`src/rtl/dmem_arbiter.sv`:
```
`default_nettype none
// ============================================================================
// Module   : dmem_arbiter
// Purpose  : Shares the single-port data memory between the CPU data port and
//            a DMA/loader port. Combinational fixed-priority grant (CPU first)
//            with a starvation counter that forces a DMA grant. The winning
//            command is registered onto the dmem bus, and a {valid, owner} tag
//            pipeline steers read data back to the requester that issued it.
// Revision : 1.0 - initial release
// ============================================================================
module dmem_arbiter #(
    parameter int READ_LAT     = 1,   // command-to-data latency of dmem (1..4)
    parameter int STARVE_LIMIT = 4    // CPU wins while DMA waits (1..15)
) (
    input  logic        clk,
    input  logic        reset,        // synchronous, active low

    input  logic        cpuReq,
    input  logic        cpuWe,
    input  logic [31:0] cpuAddr,
    input  logic [31:0] cpuWData,
    output logic        cpuGnt,
    output logic        cpuRValid,
    output logic [31:0] cpuRData,

    input  logic        dmaReq,
    input  logic        dmaWe,
    input  logic [31:0] dmaAddr,
    input  logic [31:0] dmaWData,
    output logic        dmaGnt,
    output logic        dmaRValid,
    output logic [31:0] dmaRData,

    output logic [31:0] memAddr,
    output logic [31:0] memWriteData,
    output logic        MemWrite,
    output logic        MemRead,
    input  logic [31:0] memReadData
);

    localparam logic [3:0] c_STARVE_LIMIT = 4'(STARVE_LIMIT);

    logic        w_starved;
    logic        w_cpuGnt;
    logic        w_dmaGnt;
    logic        w_retValid;
    logic        w_retOwner;

    logic [3:0]  r_starveCnt;
    logic [31:0] r_memAddr;
    logic [31:0] r_memWData;
    logic        r_memWrite;
    logic        r_memRead;
    logic        r_owner;                 // 0 = CPU, 1 = DMA

    logic [READ_LAT-1:0] r_tagValid;
    logic [READ_LAT-1:0] r_tagOwner;

    // Grant decision: CPU has priority unless the DMA has waited too long.
    always_comb begin
        w_starved = dmaReq && (r_starveCnt == c_STARVE_LIMIT);
        w_cpuGnt  = reset && cpuReq && !w_starved;
        w_dmaGnt  = reset && dmaReq && (!cpuReq || w_starved);
    end

    // Starvation counter: counts CPU wins while the DMA is left waiting.
    always_ff @(posedge clk) begin
        if (!reset) begin
            r_starveCnt <= 4'd0;
        end else if (!dmaReq || w_dmaGnt) begin
            r_starveCnt <= 4'd0;
        end else if (w_cpuGnt && (r_starveCnt != c_STARVE_LIMIT)) begin
            r_starveCnt <= r_starveCnt + 4'd1;
        end
    end

    // Command register: the winner's fields drive the dmem bus next cycle;
    // address and write data hold while idle so the bus does not toggle.
    always_ff @(posedge clk) begin
        if (!reset) begin
            r_memAddr  <= 32'd0;
            r_memWData <= 32'd0;
            r_memWrite <= 1'b0;
            r_memRead  <= 1'b0;
            r_owner    <= 1'b0;
        end else if (w_cpuGnt) begin
            r_memAddr  <= cpuAddr;
            r_memWData <= cpuWData;
            r_memWrite <= cpuWe;
            r_memRead  <= !cpuWe;
            r_owner    <= 1'b0;
        end else if (w_dmaGnt) begin
            r_memAddr  <= dmaAddr;
            r_memWData <= dmaWData;
            r_memWrite <= dmaWe;
            r_memRead  <= !dmaWe;
            r_owner    <= 1'b1;
        end else begin
            r_memWrite <= 1'b0;
            r_memRead  <= 1'b0;
        end
    end

    // Tag pipeline head: records whether the command on the bus is a read
    // and who issued it.
    always_ff @(posedge clk) begin
        if (!reset) begin
            r_tagValid[0] <= 1'b0;
            r_tagOwner[0] <= 1'b0;
        end else begin
            r_tagValid[0] <= r_memRead;
            r_tagOwner[0] <= r_owner;
        end
    end

    genvar gi;
    generate
        for (gi = 1; gi < READ_LAT; gi++) begin : g_tag_stage
            // Remaining tag stages delay the tag to match dmem read latency.
            always_ff @(posedge clk) begin
                if (!reset) begin
                    r_tagValid[gi] <= 1'b0;
                    r_tagOwner[gi] <= 1'b0;
                end else begin
                    r_tagValid[gi] <= r_tagValid[gi-1];
                    r_tagOwner[gi] <= r_tagOwner[gi-1];
                end
            end
        end
    endgenerate

    // Return steering: the pipeline tail tells whose data is on memReadData.
    always_comb begin
        w_retValid = reset && r_tagValid[READ_LAT-1];
        w_retOwner = r_tagOwner[READ_LAT-1];
        cpuRValid  = w_retValid && !w_retOwner;
        dmaRValid  = w_retValid &&  w_retOwner;
        cpuRData   = cpuRValid ? memReadData : 32'd0;
        dmaRData   = dmaRValid ? memReadData : 32'd0;
    end

    assign cpuGnt       = w_cpuGnt;
    assign dmaGnt       = w_dmaGnt;
    assign memAddr      = r_memAddr;
    assign memWriteData = r_memWData;
    assign MemWrite     = r_memWrite;
    assign MemRead      = r_memRead;

endmodule
`default_nettype wire

```
`config.mk`:
```
export PLATFORM = sky130hd
export DESIGN_NAME = dmem_arbiter
export DESIGN_NICKNAME = d
export VERILOG_FILES = /design/src/rtl/dmem_arbiter.sv
export SDC_FILE = /design/constraint.sdc
export NUM_CORES = 1
export LEC_CHECK = 0
export ABC_AREA = 1
export CORE_MARGIN = 5
export CORE_UTILIZATION = 38
export DETAILED_ROUTE_END_ITERATION = 12
export GPL_TIMING_DRIVEN = 0
export PLACE_DENSITY = 0.87
export SLEW_MARGIN = 20
export SYNTH_ARGS = -nofsm -noshare
export SYNTH_HDL_FRONTEND = slang
export SYNTH_SLANG_ARGS = --single-unit
export TNS_END_PERCENT = 30
```
`constraint.sdc`:
```
create_clock -name clk -period 2.25 [get_ports clk]
set_input_delay 0.3375 -clock clk [delete_from_list [all_inputs] [get_ports clk]]
set_output_delay 0.3375 -clock clk [all_outputs]
set_load 0.02 [all_outputs]
```
==> impl_metrics.py <==
metrics = {
    "yosys": {
        "synth_area_per_cell_um2": 5.92,
        "synth_top_area_cell": "dfxtp_1",
        "synth.top_cell.area_share_pct": 34.3,
        "syn-num-nets": 887,
        "synthCells": 719,
        "ys_seq_area_share_pct": 34.3,
        "synth_area_um2": 4260,
        "yosysUniqueCellTypes": 22,
        "yosysWarnings": 0,
        "ys_ff_latch": 73,
        "synthTopCellsByArea": "dfxtp_1 34%, nor2_1 18%, inv_1 9.5%, nand3_1 7.8%, a21oi_1 7.5%",
    },
    "critical_path": {
        "r2r-start": "r_starveCnt[0]$_SDFFE_PP0P_",
        "crit_path_start_kind": "register",
        "cp.arrival_ps": 1810,
        "cp_slowest_cell": "dfxtp_1",
        "crit_chain": "inv_1 > ha_1 > nand4_1 > buf_4 > nand2_1 > inv_1 > clkdlybuf4s15_2",
        "cp-end-kind": "primary output",
        "cpMostUsedCell": "inv_1",
        "cp-startpoint": "r_starveCnt[0]$_SDFFE_PP0P_",
        "crit_path_max_fanout": 10,
        "timing_worst_setup_path_type": "reg -> out",
        "worstPathRequired_ps": 1910,
        "slowest_delay_ps": 380,
        "r2r_cells": 8,
    },
    "clock_network": {
        "clockRootBuffer": "clkbuf_8",
        "cts.repair.resized": 70,
        "cts_buffers": 9,
        "cts_tree": "done",
        "htreeDepth": 3,
        "clk_latency_ps": 350,
        "holdBufCountCts": 0,
        "clock_sinks": 73,
        "path_clk_slew_ps": 80,
        "clock_path_buffers": 2,
        "cts_setup_buffers": 0,
    },
    "floorplanning": {
        "io-pin-count": 300,
        "die_h_um": 116,
        "core_um2": 10900,
        "die_x_um": 116,
        "die_area_um2": 13400,
        "num_rows": 38,
        "initial_core_util_pct": 39.1,
    },
    "drt": {
        "drc": 0,
        "firstDrtPassIters": 5,
        "wire_per_inst_um": 15.3,
        "wirelength_mm": 17.9,
        "routed_via_density": 4.78,
        "drt_iter0_markers": 454,
        "ant_nets": 0,
        "vias": 5614,
    },
    "timing": {
        "max_freq_mhz": 466,
        "fin_ws_ps": 103,
        "final-setup-viol-count": 0,
        "rsz0062_at_grt": "yes",
        "maxSlewViolCount": 0,
        "relSlewSlack_pct": 62.8,
        "finalHoldViolCount": 0,
        "fin_crit_sh_pct": 95.4,
        "skew_ps": 13.3,
        "fin_crit_ps": 2150,
        "tightest_slew_ps": 558,
    },
    "hold_path": {
        "hold_path.startpoint": "MemRead$_SDFF_PN0_",
        "whs_path_depth": 2,
        "worst_hold_path_type": "reg -> reg",
    },
    "placement": {
        "io_buffers": 299,
        "place_ws_ps": -540,
        "dp_hpwl_mm": 14.3,
        "gp_congestion": 0.881,
    },
    "global_route": {
        "antenna_found_initial": 1,
        "grtUsageTotal_pct": 24.7,
        "grt.overflow.total": 0,
        "grt_pass1_wl_mm": 25.9,
        "grt_pass1_vias": 5083,
        "grt_max_degree": 14,
    },
    "cells_and_area": {
        "areaGrowthSynthToFinish_pct": 77.7,
        "nFillCells": 968,
        "drive_gt1_share_pct": 6.58,
        "final_nets": 1197,
    },
    "flow_run": {
        "max_cap_viol_count": 0,
    },
    "power": {
        "power_mw": 3.64,
        "max-vdd-ir-drop_mv": 0.315,
        "p_leak_nw": 3.77,
        "power_density_nw_per_um2": 482,
    },
    "run_status": {
        "status": "complete, no violations",
    },
}
[metal layers]
| layer | up-vias | track usage (%) | wire length (um) |
|---|---|---|---|
| li1 | 2833 | - | - |
| met1 | 2504 | 26.9 | 6470 |
| met2 | 243 | 45.0 | 9130 |
| met3 | 34 | 7.36 | 1810 |
| met4 | 0 | 9.67 | 523 |
| met5 | - | 0 | 0 |
[kinds of logic after synthesis]
logic type / count (synthesis) / synth area share (%)
AO/OA/AOI/OAI: 131 / 15.5
adder cells (fa/ha/maj): 2 / 0.588
XOR/XNOR: 1 / 0.206
flip-flops: 73 / 34.3
AND/OR/NAND/NOR: 345 / 33.0
buffers and inverters: 167 / 16.4
[area by class of cell]
type	instances	area, um^2	share of cell area [%]
Tap cell	140	175	2.32
Clock buffer	10	138	1.82
Multi-Input combinational cell	479	2100	27.7
Antenna cell	1	2.50	0.0331
Buffer	55	284	3.76
Inverter	112	420	5.56
Timing Repair Buffer	299	2920	38.6
Sequential cell	73	1460	19.3
Clock inverter	6	65.1	0.860
[synth_stat cells, drive strengths merged]
| cell type | count |
|---|---|
| dfxtp | 73 |
| o21bai | 1 |
| ha | 2 |
| nand2 | 74 |
| a22oi | 1 |
| xnor2 | 1 |
| clkbuf | 15 |
| nand3 | 66 |
| nand4 | 1 |
| buf | 40 |
| nor3 | 4 |
| a21oi | 64 |
| nor2 | 200 |
| inv | 112 |
| o21ai | 65 |
[cell usage in the layout (no fill, tap or decap), types with 4 or more instances in the layout]
cell             count
clkdlybuf4s50_1    236
nor2_1             200
inv_1              108
dfxtp_1             73
nand2_1             73
nand3_1             66
a21oi_1             64
o21ai_0             58
dlygate4sd2_1       57
buf_2               31
clkbuf_1            13
clkbuf_8            10
buf_4                8
o21ai_1              7
inv_2                4
[through the flow]
stage | hold WS [ps] | instance area (um^2) | TNS, ps | std cells | utilization [%]
floorplan | 405 | 4260 | 0 | 719 | -
global placement | 415 | 7420 | -29330 | 1158 | 68.2
detailed placement | 430 | 7420 | -31820 | 1158 | 68.2
CTS | 440 | 7560 | -78.5 | 1174 | 69.4
global route | 470 | 7560 | -4.35 | 1175 | 69.5
finish | 436 | 7560 | 0 | 1175 | 69.5
[critical path: cells and delay by family, from the launching register on]
family | cells | cell delay (ps)
and+or+nand+nor | 2 | 260
buffers and inverters | 4 | 620
adders and majority gates | 1 | 200
DFF | 1 | 380
[final timing paths]
kind                                                 endpoint  slack, ps
worst max-delay path                                   cpuGnt        100
worst max register to register  memWriteData[23]$_SDFFE_PN0P_        520
worst min-delay path                    r_tagValid$_SDFF_PN0_        440
worst min register to register          r_tagValid$_SDFF_PN0_        440
[power by group]
group          internal (mW)  total [mW]  switching (mW)
clock network          0.547        1.06           0.512
registers               1.40        1.45          0.0477
logic                  0.590        1.14           0.548
[sequential cells by signal, summed over array words and instances (netlist names)]
register / flops
r_tagOwner: 1
MemWrite: 1
r_starveCnt: 4
r_owner: 1
memWriteData: 32
r_tagValid: 1
MemRead: 1
memAddr: 32
No activity file was read; power rests on OpenSTA's default activity.
